<file path="config.mk">
export PLATFORM = sky130hd
export DESIGN_NAME = id_ex_stage
export DESIGN_NICKNAME = d
export VERILOG_FILES = /design/src/rtl/id_ex_stage.sv
export SDC_FILE = /design/constraint.sdc
export NUM_CORES = 1
export LEC_CHECK = 0
export BUFFER_PORTS_ARGS = -buffer_cell sky130_fd_sc_hd__buf_2
export CAP_MARGIN = 30
export CORE_AREA = 2 2 125 127
export DETAILED_ROUTE_END_ITERATION = 7
export DIE_AREA = 0 0 127 129
export PLACE_DENSITY_LB_ADDON = 0.05
export SKIP_LAST_GASP = 1
export SYNTH_ARGS = -nofsm -noshare
export SYNTH_HDL_FRONTEND = slang
export SYNTH_SLANG_ARGS = --single-unit
</file>
<file path="constraint.sdc">
create_clock -name clock -period 5.8 [get_ports clock]
set_input_delay 0.29 -clock clock [delete_from_list [all_inputs] [get_ports clock]]
set_output_delay 0.29 -clock clock [all_outputs]
set_load 0.05 [all_outputs]
</file>
<file path="src/rtl/id_ex_stage.sv">
`default_nettype none
// ============================================================================
//  Module   : id_ex_stage
//  Purpose  : ID/EX pipeline register of the five-stage MIPS core. Captures
//             register-file read data, decoded control and the sign-extended
//             immediate of the ID instruction, detects load-use hazards
//             against the instruction in EX (one bubble, PC and IF/ID frozen),
//             honours branch flush and downstream hold, and keeps a
//             saturating count of load-use bubbles.
//  Ports    : clock, reset_n (async, active-low)
//             id_*   : ID-stage instruction, operands and decoded control
//             flush  : squash ID (taken branch/jump resolved in EX)
//             hold   : downstream stall, freeze the whole front end
//             stall  : freeze PC and IF/ID this cycle
//             ex_*   : registered EX-stage instruction state
//             stall_count : saturating count of load-use bubbles
//  Revision : 1.0  initial release
// ============================================================================
module id_ex_stage #(
  parameter int CNT_W = 16
) (
  input  logic             clock,
  input  logic             reset_n,
  input  logic             id_valid,
  input  logic [31:0]      id_instr,
  input  logic [31:0]      id_pc4,
  input  logic [31:0]      id_rdata1,
  input  logic [31:0]      id_rdata2,
  input  logic             id_uses_rt,
  input  logic             id_RegWrite,
  input  logic             id_MemRead,
  input  logic             id_MemWrite,
  input  logic             id_MemtoReg,
  input  logic             id_ALUSrc,
  input  logic             id_RegDst,
  input  logic [3:0]       id_ALUOp,
  input  logic             flush,
  input  logic             hold,
  output logic             stall,
  output logic             ex_valid,
  output logic [31:0]      ex_pc4,
  output logic [31:0]      ex_a,
  output logic [31:0]      ex_b,
  output logic [31:0]      ex_imm,
  output logic [4:0]       ex_rs,
  output logic [4:0]       ex_rt,
  output logic [4:0]       ex_wreg,
  output logic             ex_RegWrite,
  output logic             ex_MemRead,
  output logic             ex_MemWrite,
  output logic             ex_MemtoReg,
  output logic             ex_ALUSrc,
  output logic             ex_RegDst,
  output logic [3:0]       ex_ALUOp,
  output logic [CNT_W-1:0] stall_count
);

  logic [4:0]  rs;
  logic [4:0]  rt;
  logic [4:0]  rd;
  logic [15:0] imm;
  logic        hz;
  logic        load_slot;
  logic        capture;
  logic        count_en;
  logic        unused_opcode;

  assign rs  = id_instr[25:21];
  assign rt  = id_instr[20:16];
  assign rd  = id_instr[15:11];
  assign imm = id_instr[15:0];

  // The opcode is decoded upstream; only the register and immediate fields
  // are consumed here.
  assign unused_opcode = ^id_instr[31:26];

  // Load in EX whose destination is a source of the ID instruction. $0 is
  // hard-wired to zero, so a load targeting it never creates a dependency.
  assign hz = ex_valid & ex_MemRead & (ex_rt != 5'd0) & id_valid &
              ((ex_rt == rs) | (id_uses_rt & (ex_rt == rt)));

  // A flush squashes ID anyway, so there is nothing to freeze for it.
  assign stall = !flush & (hold | hz);

  // The EX slot is rewritten on every edge except a hold; whether it receives
  // the ID instruction or a bubble is decided by capture.
  assign load_slot = flush | !hold;
  assign capture   = !flush & !hold & !hz & id_valid;
  assign count_en  = !flush & !hold & hz & ~&stall_count;

  always_ff @(posedge clock or negedge reset_n) begin
    if (!reset_n) begin
      ex_valid    <= 1'b0;
      ex_pc4      <= '0;
      ex_a        <= '0;
      ex_b        <= '0;
      ex_imm      <= '0;
      ex_rs       <= '0;
      ex_rt       <= '0;
      ex_wreg     <= '0;
      ex_RegWrite <= 1'b0;
      ex_MemRead  <= 1'b0;
      ex_MemWrite <= 1'b0;
      ex_MemtoReg <= 1'b0;
      ex_ALUSrc   <= 1'b0;
      ex_RegDst   <= 1'b0;
      ex_ALUOp    <= '0;
      stall_count <= '0;
    end else begin
      if (load_slot) begin
        // A bubble clears data fields as well as control so that an idle
        // EX slot always looks identical regardless of history.
        ex_valid    <= capture;
        ex_pc4      <= capture ? id_pc4 : 32'd0;
        ex_a        <= capture ? id_rdata1 : 32'd0;
        ex_b        <= capture ? id_rdata2 : 32'd0;
        ex_imm      <= capture ? {{16{imm[15]}}, imm} : 32'd0;
        ex_rs       <= capture ? rs : 5'd0;
        ex_rt       <= capture ? rt : 5'd0;
        ex_wreg     <= capture ? (id_RegDst ? rd : rt) : 5'd0;
        ex_RegWrite <= capture & id_RegWrite;
        ex_MemRead  <= capture & id_MemRead;
        ex_MemWrite <= capture & id_MemWrite;
        ex_MemtoReg <= capture & id_MemtoReg;
        ex_ALUSrc   <= capture & id_ALUSrc;
        ex_RegDst   <= capture & id_RegDst;
        ex_ALUOp    <= capture ? id_ALUOp : 4'd0;
      end
      if (count_en) begin
        stall_count <= stall_count + CNT_W'(1);
      end
    end
  end

endmodule
`default_nettype wire

</file>
==> results of run 1 <==
## cell type report
class,count,area share
sequential,154,0.467
multi-input combinational,226,0.222
timing repair buffer,315,0.202
clock buffer,20,0.0566
tap,188,0.0285
clock inverter,12,0.0228
inverter,3,0.00137
## Yosys cell counts (4+ instances only)
master and n:
buf_4 16, nand2_1 7, nand3_1 7, nor3_1 13
buf_2 16, nor4_1 4, clkbuf_1 17, xor2_1 23
mux2_2 5, nor2_1 8, nand4_1 6, a22o_1 137
dfrtp_1 154
## critical path, cell delays in order, from the launching register on
cell and delay (ns):
dfrtp_1 0.44, xor2_1 0.21, nor4_2 0.08, a32oi_2 0.73, o211a_4 0.45, buf_16 0.32, buf_4 0.50, a22o_1 0.21
## how the worst max path moves through the flow
stage	endpoint	cells after the start
floorplan	stall	6
global placement	ex_a[25]	6
detailed placement	ex_pc4[31]	6
CTS	ex_a[12]	6
global route	ex_a[12]	7
finish	ex_a[12]	7
## logic make-up (layout without fill, tap and decap cells)
logic type / Yosys count / in the layout / synth area share
AO/OA/AOI/OAI: 143 / 143 / 0.210
XOR/XNOR: 25 / 25 / 0.0368
AND/OR/NAND/NOR: 51 / 51 / 0.0444
multiplexers: 6 / 6 / 0.0114
flip-flops: 154 / 154 / 0.648
buffers and inverters: 53 / 350 / 0.0469
adder cells (fa/ha/maj): 1 / 1 / 0.00210
## registers in the layout (all words and copies together) (netlist names), 4 cells and up
name / count
ex_a: 32
ex_b: 32
ex_pc4: 32
ex_imm: 16
stall_count: 16
ex_rs: 5
ex_rt: 5
ex_wreg: 5
ex_ALUOp: 4
## per-layer routing
layer	vias to the layer above	track usage
li1	2179	-
met1	2340	0.244
met2	208	0.323
met3	34	0.0661
met4	0	0.0944
met5	-	0
## power by group through the flow
stage / sequential (mW) / combinational, mW / clock (mW)
finish: 1.13 / 0.352 / 1.21
detailed placement: 1.15 / 0.351 / 0
floorplan: 1.28 / 0.0908 / 0
CTS: 1.13 / 0.352 / 1.24
global route: 1.14 / 0.373 / 1.29
global placement: 1.15 / 0.346 / 0
## through the flow
step / power, mW / area (um2) / instances / utilization
finish: 2.69 / 8240 / 918 / 0.550
detailed placement: 1.50 / 7520 / 883 / 0.502
CTS: 2.72 / 8190 / 916 / 0.547
global placement: 1.50 / 7500 / 882 / 0.501
floorplan: 1.37 / 5940 / 433 / -
global route: 2.79 / 8240 / 918 / 0.550
## repair_timing
item | 4_1_cts | 5_1_grt
hold endpoints to repair | 84 | 0
hold buffers | 1 | 0
setup buffers | 0 | 0
==> flow_summary.ini, run 1 <==
[grt]
grt_pass1_vias = 4683
grt_start_max_net_pins = 94
grt_pass1_wl_um = 25300
track_usage = 0.200
grt_antenna_before_repair = 0
grt_overflow = 0

[die]
io_pins = 315
die_w_um = 127
start_util = 0.397
die_height_um = 129
num_rows = 45
core_um2 = 15000
die_area_um2 = 16400

[worst_setup_path]
timing.rr.start = ex_rt[3]
cp.arrival_ns = 3.40
reg2reg_setup_slack_ns = 2.76
rr_worst_depth = 7
crit_required_ns = 6.16
critPathKind = reg -> reg
start_kind = register
crit_fanout = 75
end_kind = register
startpoint = ex_rt[3]
rr_endpoint = ex_a[12]

[cts]
cts_buffers = 17
cts_tree = built
cts_max_path_buffers = 2
path_clk_slew_ns = 0.06
ctsRootBufferMaster = clkbuf_16
h-tree-depth = 4
post_cts_resized = 0
clock_latency_ns = 0.42
clock_sinks = 154

[power]
leakage_nw = 4.69
power_density_nw_per_um2 = 327
power_frac_comb = 0.131
seq_power_share = 0.420
peakVddDrop_v = 0.000193
switchingPower_mw = 0.722
swShare = 0.268
clockPowerShare = 0.449
p_int_mw = 1.97

[min_path]
holdPathStages = 2
hp-start = id_rdata1[24]
hold_path_end = ex_a[24]
hold_class = in -> reg

[final_layout]
fin_nets = 862
fillers = 1284
layout_commonest_cell = buf_2
n_antenna_cell = 0
drive_gt1_frac = 0.486
final_cell_mix = 307 x buf_2, 154 x dfrtp_1, 137 x a22o_1
area_growth_pct = 38.7
ff_latch_area_um2 = 3850
multi_input_area_um2 = 1830

[placed_design]
gp_congestion = 0.809
io_buffers = 308
dpl.hpwl_um = 11400
dpl_worst_slack_ns = 2.44

[sta]
fmax_ghz = 0.329
grt_setup_unrepaired = false
layout_min_cycle_time_ns = 3.04
clock-skew-final_ns = 0.00439
final.setup.tns_ns = 0
setup_viol = 0
slew_headroom = 0.379
finalCritPeriodShare = 0.523
hold_viol = 0
drv_slew = 0
tightest_slew_ns = 0.925
whs_ns = 0.0781
worst_slack_ns = 2.76

[drt]
drtAntennaViolNets = 0
dr_total_vias = 4761
met2_length_um = 8150
wl_met3_um = 1310
wirelength_um = 16500
drt_iter0_drc = 246
maxUsedRoutingLayer = met4
wl_per_cell_um = 18.0
drc_errors = 0
first_pass_iters = 5
viasPerCell = 5.19
wl_met1_um = 6570

[synth]
yosys.area.top_type_share = 0.648
ys_async_sr_fraction = 1.00
yosys-top-cells-area = dfrtp_1 65%, a22o_1 20%, xor2_1 3.4%
synth-edff-count = 0
yosysWarnings = 0
yosysSeqAreaShare = 0.648
synth_nets = 578
yosys.area.top_type = dfrtp_1
postSynthCellCount = 433
synth_cell_types = 30
syn_area_per_cell_um2 = 13.7
synth-seq-cells = 154
synth_area_um2 = 5940
synthFlopType = dfrtp_1

[run_status]
status = finished clean

[job]
drv_cap = 0
Power figures use the tool's default switching activity.
==> run 2: changes to the inputs <==
Settings changed: ABC_AREA from default to 1, CORE_AREA 2 2 125 127 to 2 2 135 137, DIE_AREA 0 0 127 129 to 0 0 137 139.
Clock period 5.8 ns to 2.45 ns, I/O delays scaled along.
==> run 2 against run 1 <==
Against the previous run:
- area after synthesis rose by 17%
- largest cell class unchanged
- die area rose by 16%
- sequential power rose by 140%
- clock-buffer cell count fell by 1
- critical path depth rose by 2
- clock skew rose by 0.0077 ns
- power rose by 140%
==> flow_summary.ini, run 2 <==
[synth]
synth_area_um2 = 6930
yosys.area.top_type = dfrtp_1
synth.most_common_cell = nand3_1
yosys.area.top_type_share = 0.556
synth_commonest_cells = 262 x nand3_1, 215 x nand2_1, 154 x dfrtp_1, 33 x clkbuf_1, 22 x buf_2
yosysWarnings = 0
syn_area_per_cell_um2 = 8.63
ys_async_sr_fraction = 1.00
synthFlopType = dfrtp_1
synth_nets = 948
synth_cell_types = 29
postSynthCellCount = 803
synth-seq-cells = 154
yosysSeqAreaShare = 0.556
synth-edff-count = 0
yosys-top-cells-area = dfrtp_1 56%, nand3_1 19%, nand2_1 12%

[final_layout]
multi_input_area_um2 = 2610
fin_area_um2 = 10500
fillers = 1586
drive_gt1_frac = 0.306
layout_commonest_cell = buf_2
area_growth_pct = 50.9
top_regs = ex_a: 32 flops, ex_b: 32 flops, ex_pc4: 32 flops
n_antenna_cell = 0
fin_nets = 1342
ff_latch_area_um2 = 3850
final_cell_mix = 306 x buf_2, 262 x nand3_1, 215 x nand2_1

[die]
num_rows = 49
die_height_um = 139
die_area_um2 = 19000
die_w_um = 137
core_um2 = 17700
start_util = 0.392
io_pins = 315

[worst_setup_path]
crit_required_ns = 2.33
cp.arrival_ns = 2.03
critPathKind = reg -> out
crit_fanout = 20
start_kind = register
startpoint = ex_rt[3]
timing.rr.start = ex_rt[3]
end_kind = output port

[placed_design]
io_buffers = 308
postPlaceCellArea_um2 = 8530
dpl.hpwl_um = 14000
gp_congestion = 0.768

[drt]
first_pass_iters = 4
drtAntennaViolNets = 0
wirelength_um = 22400
dr_total_vias = 7074
drt_iter0_drc = 406
wl_per_cell_um = 15.6
viasPerCell = 4.92
drc_errors = 0

[power]
leakage_nw = 5.98
swShare = 0.278
power_frac_comb = 0.160
clockPowerShare = 0.431
switchingPower_mw = 1.82
power_mw = 6.55
power_density_nw_per_um2 = 626
p_int_mw = 4.73
seq_power_share = 0.409
peakVddDrop_v = 0.000440

[grt]
grt_pass1_wl_um = 36600
grt_antenna_before_repair = 1
grtUsageMet3 = 0.0687
grt_pass1_vias = 7159
gr-usage-met1 = 0.319
grt_overflow = 0
track_usage = 0.242
grt_start_max_net_pins = 134
busiest_layer = met2
grt_use_met2 = 0.373

[sta]
finalCritPeriodShare = 0.880
slew_headroom = 0.363
grt_setup_unrepaired = false
setup_viol = 0
fmax_ghz = 0.464
tightest_slew_ns = 0.955
hold_viol = 0
drv_slew = 0
final.setup.tns_ns = 0
clock-skew-final_ns = 0.0120
layout_min_cycle_time_ns = 2.16

[cts]
post_cts_resized = 0
path_clk_slew_ns = 0.06
ctsRootBufferMaster = clkbuf_16
cts_max_path_buffers = 2
clock_latency_ns = 0.42
clock_sinks = 154
h-tree-depth = 4
cts_buffers = 17
cts_tree = built

[job]
drv_cap = 0

[min_path]
hold_class = in -> reg
hp-start = id_instr[19]

[run_status]
status = finished clean
-- run 2: cell count changes after synthesis, sizes merged, moves of 4 or more --
cell and delta:
a22o -137, buf +9, clkbuf +16, inv +19, mux2 -6, nand2 +210, nand3 +257, nor2 +15
nor3 -8, nor4 -5, o21ai +12, o22ai +4, xnor2 +5, xor2 -16
-- run 2: final cells by class --
cell class / instances / share of cell area
sequential: 154 / 0.369
timing repair buffer: 450 / 0.286
multi-input combinational: 552 / 0.249
clock buffer: 19 / 0.0424
tap: 229 / 0.0274
clock inverter: 13 / 0.0183
inverter: 22 / 0.00814
-- run 2: layer usage --
layer	vias to the layer above	share of wire
met1	3343	0.43
met5	-	0.00062
met2	244	0.47
met3	47	0.070
met4	2	0.029
li1	3438	-
-- run 2: cells by family after synthesis --
| group | Yosys count | synth area share |
|---|---|---|
| fa+ha+maj | 1 | 0.00181 |
| simple gates | 515 | 0.338 |
| compound gates | 21 | 0.0159 |
| buf+inv | 97 | 0.0684 |
| flops | 154 | 0.556 |
| mux | 1 | 0.00144 |
| xor+xnor | 14 | 0.0177 |
-- run 2: path summary, 6_finish.rpt --
check | endpoint | cells after the start | slack [ns]
worst max-delay path | stall | 9 | 0.29
worst min-delay path | ex_rt[3] | 3 | 0.03
worst max register to register | ex_wreg[2] | 9 | 0.55
worst min register to register | ex_a[6] | 2 | 0.50
max in group asynchronous | stall_count[14] | 3 | 1.45
min in group asynchronous | ex_pc4[23] | 2 | 0.29
-- run 2: power by group through the flow --
stage          Clock [mW]  Sequential [mW]  Combinational (mW)
2_1_floorplan           0             3.03               0.246
3_3_place_gp            0             2.72               0.886
3_5_place_dp            0             2.72               0.889
4_1_cts              2.88             2.68                1.05
5_1_grt              3.02             2.69                1.12
6_report             2.82             2.68                1.05
-- run 2: repair_timing --
item,CTS,global route
buffers inserted,0,0
hold buffers,129,0
setup endpoints to repair,0,0
endpoints found under the hold margin,192,0
-- run 2: critical path, stage by stage (launching register included) --
cell and delay (ns):
dfrtp_1 0.41, inv_2 0.07, nand2_1 0.06, nand2_1 0.04, nor2_1 0.14, nand3_1 0.11
nand2_2 0.14, nand2_4 0.18, o21ai_1 0.18, buf_2 0.28
-- run 2: metrics by stage --
stage,hold slack (ns),cells,util,setup WS (ns)
6_report,0.0269,1439,0.592,0.294
2_1_floorplan,-0.173,803,-,0.257
4_1_cts,0.00694,1439,0.592,0.270
3_5_place_dp,0.185,1278,0.483,0.534
5_1_grt,0.00673,1439,0.592,0.113
3_3_place_gp,0.185,1278,0.483,0.538
==> run 3: changes to the inputs <==
Clock period 2.45 ns to 2.15 ns, I/O delays scaled along.
==> run 3 against run 2 <==
Against the previous run:
- power rose by 13%
- sequential power increased by 14%
- critical path type unchanged
- flip-flop and latch count stayed put
- utilization grew 0.085 points
- clock power is 11% higher
==> flow_summary.ini, run 3 (synthesis gave the netlist of run 2 again) <==
[drt]
drtAntennaViolNets = 0
drt_iter0_drc = 468
first_pass_iters = 5
viasPerCell = 4.91
drc_errors = 0
dr_total_vias = 7054
wl_per_cell_um = 15.5
wirelength_um = 22300

[cts]
ctsRootBufferMaster = clkbuf_16
cts_tree = built
h-tree-depth = 4
cts_buffers = 17
clock_latency_ns = 0.42
clock_sinks = 154
path_clk_slew_ns = 0.06
cts_max_path_buffers = 2

[sta]
setup_viol = 0
drv_slew = 0
layout_min_cycle_time_ns = 1.92
finalCritPeriodShare = 0.892
tightest_slew_ns = 0.708
slew_headroom = 0.528
fmax_ghz = 0.521
clock-skew-final_ns = 0.0108
hold_viol = 0
final.setup.tns_ns = 0
whs_ns = 0.0190
grt_setup_unrepaired = false

[min_path]
holdPathStages = 3
hold_class = in -> reg
hp-start = id_instr[18]

[grt]
grt_overflow = 0
grt_pass1_vias = 6944
grt_pass1_wl_um = 35700
grt_start_max_net_pins = 134
grt_antenna_before_repair = 2
track_usage = 0.235

[power]
seq_power_share = 0.413
leakage_nw = 5.98
p_int_mw = 5.35
power_density_nw_per_um2 = 706
swShare = 0.276
power_frac_comb = 0.162
clockPowerShare = 0.425
peakVddDrop_v = 0.000525
switchingPower_mw = 2.04

[worst_setup_path]
reg2reg_setup_slack_ns = 0.35
startpoint = ex_rt[4]
critPathKind = reg -> out
crit_fanout = 5
timing.rr.start = stall_count[0]
end_kind = output port
crit_required_ns = 2.04
crit_path_end = stall
cp.arrival_ns = 1.81
rr_endpoint = stall_count[14]
start_kind = register
rr_worst_depth = 9

[die]
start_util = 0.392
core_um2 = 17700
num_rows = 49
die_area_um2 = 19000
die_w_um = 137
die_height_um = 139
io_pins = 315

[run_status]
status = finished clean

[final_layout]
top_regs = ex_a: 32 flops, ex_b: 32 flops, ex_pc4: 32 flops
stdcell_count = 1438
area_growth_pct = 51.1
fin_nets = 1341
fillers = 1604
layout_commonest_cell = buf_2
final_cell_mix = 305 x buf_2, 262 x nand3_1, 215 x nand2_1
drive_gt1_frac = 0.305

[job]
drv_cap = 0

[placed_design]
io_buffers = 308
gp_congestion = 0.782
place_inst = 1276
dpl.hpwl_um = 13700
==> run 3: worst min path at each step <==
stage | endpoint | slack [ns]
2_1_floorplan | ex_ALUOp[0] | -0.19
3_3_place_gp | ex_imm[3] | 0.12
3_5_place_dp | ex_imm[3] | 0.11
4_1_cts | ex_rt[2] | 0.003
5_1_grt | ex_rt[1] | 0.03
6_report | ex_rt[2] | 0.02
==> run 3: per-layer routing <==
metal	part of all wire	vias up	track usage
li1	-	3434	-
met1	0.43	3323	0.310
met2	0.47	254	0.368
met3	0.066	43	0.0581
met4	0.030	0	0.0955
met5	0	-	0
==> run 3: area by class of cell <==
type,count,area (um2),share of cell area
Inverter,22,85.1,0.00813
Clock inverter,9,138,0.0131
Timing Repair Buffer,449,3010,0.288
Sequential cell,154,3850,0.368
Tap cell,229,287,0.0274
Multi-Input combinational cell,552,2610,0.249
Antenna cell,2,5.00,0.000478
Clock buffer,21,480,0.0459
==> run 3: what timing repair did <==
item	4_1_cts	5_1_grt
hold buffers	130	0
endpoints found under the setup margin	0	1
buffers inserted	0	0
resized for setup	0	1
hold endpoints to repair	181	0
==> run 3: stage by stage <==
stage	area (um2)	utilization	power (mW)	setup slack (ns)
floorplan	6930	-	3.73	0.162
global placement	8540	0.484	4.11	0.354
detailed placement	8540	0.484	4.12	0.329
CTS	10500	0.592	7.47	0.159
global route	10500	0.593	7.69	0.0305
finish	10500	0.593	7.39	0.232
==> run 3: power by group through the flow <==
stage          Clock [mW]  Sequential [mW]  Combinational [mW]
2_1_floorplan           0             3.45               0.281
3_3_place_gp            0             3.10                1.01
3_5_place_dp            0             3.10                1.02
4_1_cts              3.21             3.05                1.20
5_1_grt              3.35             3.06                1.28
6_report             3.14             3.05                1.20
==> run 3: worst max-delay path, stage by stage, from the launching register on <==
cell and delay [ns]:
dfrtp_1 0.44, inv_2 0.05, nand2_1 0.05, nand2_1 0.05, nor2_1 0.10, nand3_1 0.09
nand2_2 0.14, nand2_4 0.10, o21ai_2 0.12, clkbuf_4 0.25
